$ cat config.mk
export PLATFORM = sky130hd
export DESIGN_NAME = instr_fetch
export DESIGN_NICKNAME = d
export VERILOG_FILES = /design/src/rtl/instr_fetch.sv
export SDC_FILE = /design/constraint.sdc
export NUM_CORES = 2
export LEC_CHECK = 0
export ABC_AREA = 1
export BUFFER_PORTS_ARGS = -buffer_cell sky130_fd_sc_hd__buf_4
export CAP_MARGIN = 20
export CORE_MARGIN = 2
export CORE_UTILIZATION = 57
export CTS_CLUSTER_DIAMETER = 100
export CTS_CLUSTER_SIZE = 20
export DETAILED_ROUTE_END_ITERATION = 7
export PLACE_DENSITY = 0.76
export SYNTH_ARGS = -nofsm -noshare
export SYNTH_HDL_FRONTEND = slang
export SYNTH_SLANG_ARGS = --single-unit
$ cat constraint.sdc
create_clock -name clk -period 4 [get_ports clk]
set_input_delay 0.4 -clock clk [delete_from_list [all_inputs] [get_ports clk]]
set_output_delay 0.4 -clock clk [all_outputs]
set_load 0.005 [all_outputs]
$ cat src/rtl/instr_fetch.sv
// Instruction fetch sequencer: loadable program memory feeding the execute unit one
// instruction every two cycles, with a NOP bubble while the redirect resolves.
module instr_fetch #(
  parameter int unsigned DEPTH     = 64,
  parameter int unsigned ADDR_W    = 6,
  parameter logic [31:0] HALT_WORD = 32'hFC000000
) (
  input  logic              clk,
  input  logic              rst,
  input  logic              load_en,
  input  logic [ADDR_W-1:0] load_addr,
  input  logic [31:0]       load_data,
  input  logic              start,
  input  logic [31:0]       PCnew,
  output logic [31:0]       ins,
  output logic [31:0]       PC,
  output logic              valid,
  output logic              halted,
  output logic [15:0]       icount
);

  localparam logic [1:0] IDLE    = 2'd0;
  localparam logic [1:0] ISSUE   = 2'd1;
  localparam logic [1:0] RESOLVE = 2'd2;
  localparam logic [1:0] HALT    = 2'd3;

  logic [31:0] mem [DEPTH];

  logic [1:0]  state_q, state_d;
  logic [31:0] ins_q, ins_d;
  logic [31:0] pc_q, pc_d;
  logic        valid_q, valid_d;
  logic        halted_q, halted_d;
  logic [15:0] icount_q, icount_d;

  logic        idle_like;
  logic        load_ok;
  logic        start_ok;
  logic        load_in_range;
  logic [31:0] next_pc;
  logic        next_in_range;
  logic [31:0] next_word;
  logic [15:0] icount_inc;

  assign idle_like     = (state_q == IDLE) || (state_q == HALT);
  assign load_ok       = idle_like && load_en;
  // A load in the same cycle as start wins; start is dropped.
  assign start_ok      = idle_like && start && !load_en;
  assign load_in_range = {{(32-ADDR_W){1'b0}}, load_addr} < DEPTH;

  // Zero on PCnew means fall through; the execute unit never targets address 0.
  assign next_pc       = (PCnew != 32'd0) ? PCnew : pc_q + 32'd1;
  assign next_in_range = next_pc < DEPTH;
  assign next_word     = next_in_range ? mem[next_pc[ADDR_W-1:0]] : HALT_WORD;
  assign icount_inc    = (icount_q == 16'hFFFF) ? icount_q : icount_q + 16'd1;

  always_ff @(posedge clk) begin
    if (!rst && load_ok && load_in_range) begin
      mem[load_addr] <= load_data;
    end
  end

  always_comb begin
    state_d  = state_q;
    ins_d    = ins_q;
    pc_d     = pc_q;
    valid_d  = valid_q;
    halted_d = halted_q;
    icount_d = icount_q;
    case (state_q)
      IDLE, HALT: begin
        if (start_ok) begin
          icount_d = 16'd0;
          halted_d = 1'b0;
          pc_d     = 32'd0;
          if (mem[0] == HALT_WORD) begin
            ins_d    = 32'd0;
            valid_d  = 1'b0;
            halted_d = 1'b1;
            state_d  = HALT;
          end else begin
            ins_d    = mem[0];
            valid_d  = 1'b1;
            icount_d = 16'd1;
            state_d  = ISSUE;
          end
        end
      end
      ISSUE: begin
        ins_d   = 32'd0;
        valid_d = 1'b0;
        state_d = RESOLVE;
      end
      RESOLVE: begin
        if (!next_in_range || next_word == HALT_WORD) begin
          ins_d    = 32'd0;
          valid_d  = 1'b0;
          halted_d = 1'b1;
          state_d  = HALT;
        end else begin
          ins_d    = next_word;
          pc_d     = next_pc;
          valid_d  = 1'b1;
          icount_d = icount_inc;
          state_d  = ISSUE;
        end
      end
      default: state_d = IDLE;
    endcase
  end

  always_ff @(posedge clk) begin
    if (rst) begin
      state_q  <= IDLE;
      ins_q    <= 32'd0;
      pc_q     <= 32'd0;
      valid_q  <= 1'b0;
      halted_q <= 1'b0;
      icount_q <= 16'd0;
    end else begin
      state_q  <= state_d;
      ins_q    <= ins_d;
      pc_q     <= pc_d;
      valid_q  <= valid_d;
      halted_q <= halted_d;
      icount_q <= icount_d;
    end
  end

  assign ins    = ins_q;
  assign PC     = pc_q;
  assign valid  = valid_q;
  assign halted = halted_q;
  assign icount = icount_q;

endmodule
==> impl_summary.md <==
Outcome
The flow ran to the end, and the final reports show no timing, DRC or antenna violations.

Yosys
When the netlist entered floorplanning its net count stood at 7835. The flop and latch count out of synthesis is 2132. For this run, the register share of the synthesized area comes to 0.716. The netlist area before placement is 88300 um2. The most common cell in the netlist is sky130_fd_sc_hd__nand2_1. By count the netlist is led by sky130_fd_sc_hd__nand2_1, sky130_fd_sc_hd__edfxtp_1, sky130_fd_sc_hd__nand3_1, sky130_fd_sc_hd__inv_1, sky130_fd_sc_hd__buf_2.

The cell count after synthesis is 7756. The synthesis warning total is 0. The share of the synthesized area in the top cell type is 0.697.

In this run, synthesis inferred 2048 flip-flops with an integrated enable. The number of distinct library cells after synthesis is 40. By area the synthesized netlist is led by sky130_fd_sc_hd__edfxtp_1, sky130_fd_sc_hd__nand3_1, sky130_fd_sc_hd__nand2_1, sky130_fd_sc_hd__dfxtp_1, sky130_fd_sc_hd__buf_2.

The async set or reset register ratio after synthesis is 0. The average instance area after synthesis is 11.4 um2. The most used flip-flop cell after synthesis is sky130_fd_sc_hd__edfxtp_1.

The cell type contributing the most total cell area after synthesis is sky130_fd_sc_hd__edfxtp_1.

GRT
The via count of the first global-routing pass is 61200. For this run, the total global-route usage over all layers was measured as 0.336. Summed over all layers, the global routing overflow is 0. The initial antenna violation count came to 7. Entering global routing, the biggest net connects 65 pins. The global-route wire length before repair is 393 mm.

Setup path
The slowest cell on the critical path is sky130_fd_sc_hd__dfxtp_1. The largest single stage delay on the critical path is 0.37 ns. The data required time of the critical path is 4.72 ns. The setup path with the least slack is of type register to register. STA classifies the critical path startpoint as a register. The kind of end point of the critical path is a register. The setup check on the worst reg-to-reg path leaves a slack of 0.13 ns. The most frequent cell on the critical path is sky130_fd_sc_hd__nand3_1.

The critical-path maximum fanout is 15. The signal arrival time at the worst endpoint is 4.59 ns. The critical path goes through buf_4 > nand3_2 > nor2_2 > nor3b_2 > nor2_4 > buf_8 > buf_8 > nand3_1 > nand3_1 > nand3_1 > nand3_1 > nand2_1 > nor2_1 > nand2_1 > nor2_4 > nand3_4 > nand2_4 > inv_6 > clkbuf_16 > nor3_2.

CTS
The total number of clock tree sinks is 2132. Buffers inserted during clock tree synthesis total 116. For the worst-skew pair, the clock arrives at the later sink with an insertion delay of 0.79 ns. The H-tree was split into 3 levels.

TritonCTS built the clock tree. The tree is rooted in a sky130_fd_sc_hd__clkbuf_16. Clock-pin slew was measured on the worst setup and hold paths at 0.10 ns.

In this run the deepest clock path goes through 3 buffers.

Placement
The half-perimeter wire length of the detailed placement result is 160 mm. The final weighted congestion in routability-driven placement is 0.921. The pre-CTS setup slack is -0.579 ns.

The total placed instance area is 95900 um2. The number of I/O port buffers is 155.

Floorplan
The starting density of the core is 0.574. The die extent in x is 398 um. The number of top-level pins is 156. The die extent in y is 398 um.

The initialized floorplan defines 144 standard-cell rows. The die covers 158000 um2. The core outline area is 154000 um2.

STA
Setup repair after global routing left no endpoint under its margin. The transition time at the pin with the least slew margin is 0.929 ns. The clock period minus final worst setup slack is 3.87 ns. The achievable frequency is 258 MHz. In this run the tightest slew margin relative to its limit is 0.381. The number of hold violations in the final report came to 0. Clock skew on the completed layout was measured at 0.0529 ns. The count of final max-slew check failures is 0. The minimum hold slack is 0.0684 ns. Setup violations remaining at the end of the flow were counted as 0. Dividing the final minimum period by the clock period gives 0.968. The worst setup slack after layout is 0.127 ns.

Run
The max-cap violation count is 0.

Pwr
The analysis attributes to net switching a power of 11100 uW. The combinational share of power is 0.138. The worst-case IR drop observed on VDD is 0.393 mV. The share of power burned in registers is 0.577. Of the total power, the share spent switching nets is 0.257. The static power due to leakage is 0.0360 uW.

The total power density per cell area is 437 nW/um2. Of the total power, the clock network draws 0.285. The internal power of the cells totals 32300 uW.

Drt
Detailed routing placed a total of 122 mm of wire on met2. The total wirelength of the detailed-routed design is 269 mm. The number of search-and-repair iterations in the first detailed-routing pass is 6. The average via count per standard cell is 6.30. The highest layer touched by signal routing is met5. In the routed design, unresolved DRC markers number 0. After detailed routing, the met3 layer carries 36.5 mm of wire. Summing over every cut layer, the via total after detailed routing is 64100. The routed wire length per instance is 26.5 um.

The wire length the detailed router placed on met1 is 97.3 mm. The number of nets with antenna violations after detailed routing is 0. The iteration-0 DRC count of the detailed router is 10400.

Finish
The final standard cell area without fillers is 99400 um2. The signed area change from the synthesized netlist to the final layout is 12.6%. The total number of nets in the final design is 8167.

Of the cells placed in the final design, the portion with a size suffix greater than 1 is 0.120.

Min path
In this run the worst hold path is classified as input pin to register.
## cells in the final DEF (no fill, tap or decap), types with 46 or more instances in the layout
cell                           n
sky130_fd_sc_hd__edfxtp_1   2048
sky130_fd_sc_hd__o21ai_0      83
sky130_fd_sc_hd__buf_4       571
sky130_fd_sc_hd__clkbuf_16   122
sky130_fd_sc_hd__inv_1       329
sky130_fd_sc_hd__nor2_1      135
sky130_fd_sc_hd__buf_12      128
sky130_fd_sc_hd__nor2_4       68
sky130_fd_sc_hd__a21oi_1      78
sky130_fd_sc_hd__nand3_1    1994
sky130_fd_sc_hd__nand4_1      46
sky130_fd_sc_hd__dfxtp_1      82
sky130_fd_sc_hd__nand2_1    2190
## kinds of logic (layout without fill, tap and decap cells)
family / count (synthesis) / after routing / synth area share
other: 0 / 2 / 0
DFF: 2132 / 2132 / 0.716
AOI/OAI and AO/OA: 224 / 224 / 0.0143
adders and majority gates: 5 / 5 / 0.000709
xor gates and xnor gates: 9 / 9 / 0.000893
and+or+nand+nor: 4545 / 4545 / 0.227
buffers and inverters: 841 / 1216 / 0.0412
## metal layers
metal  global-route usage  up-vias
li1                     -    27800
met1                0.468    30800
met2                0.517     4755
met3               0.0637      681
met4                0.153        2
met5                    0        -
## cell type report
class                      count  area, um2
sequential                  2132      63200
fill                       11200      54500
multi-input combinational   4783      22100
timing repair buffer         708       7030
clock buffer                 156       3120
tap                         2044       2560
inverter                     347       1330
clock inverter                 5       83.8
antenna                        2       5.00
## repair_timing
| action | in CTS | in global routing |
|---|---|---|
| cloned | 0 | 3 |
| endpoints found under the setup margin | 66 | 66 |
| hold endpoints to repair | 2 | 0 |
| pin swaps | 1 | 3 |
| setup buffers | 2 | 1 |
| gates resized for setup | 4 | 32 |
| hold buffers | 1 | 0 |
## power groups by stage
stage	registers (uW)	clock network (uW)	logic [uW]
after CTS	25000	12400	5730
final	25100	12400	6000
after floorplan	25500	0	2990
after global placement	25500	0	5620
after global routing	25100	13100	6390
after detailed placement	25600	0	5690
## through the flow
step	instances	setup TNS, ns	total power [uW]	utilization
5_1_grt	10200	0	44600	0.646
3_5_place_dp	10000	-31.12	31200	0.623
2_1_floorplan	7756	-4.73	28500	-
3_3_place_gp	10000	-29.01	31200	0.623
4_1_cts	10200	0	43100	0.644
6_report	10200	0	43400	0.646
## sequential cells by signal (all words and copies together), names as in the netlist
name     cells
icount      16
halted       1
PC          32
mem       2048
ins         32
state_q      2
valid        1
## final timing paths
path           from      to  cells past startpoint
max           PC[0]  PC[14]                     20
min             rst  PC[25]                      2
max reg2reg   PC[0]  PC[14]                     20
min reg2reg  halted  halted                      2
## worst max-delay path: cells and delay by family (launching register included)
| kind | cells | cell delay (ns) |
|---|---|---|
| and+or+nand+nor | 15 | 2.48 |
| buffers and inverters | 5 | 0.91 |
| DFF | 1 | 0.37 |
Note: power is estimated with default switching activity, not from simulation.
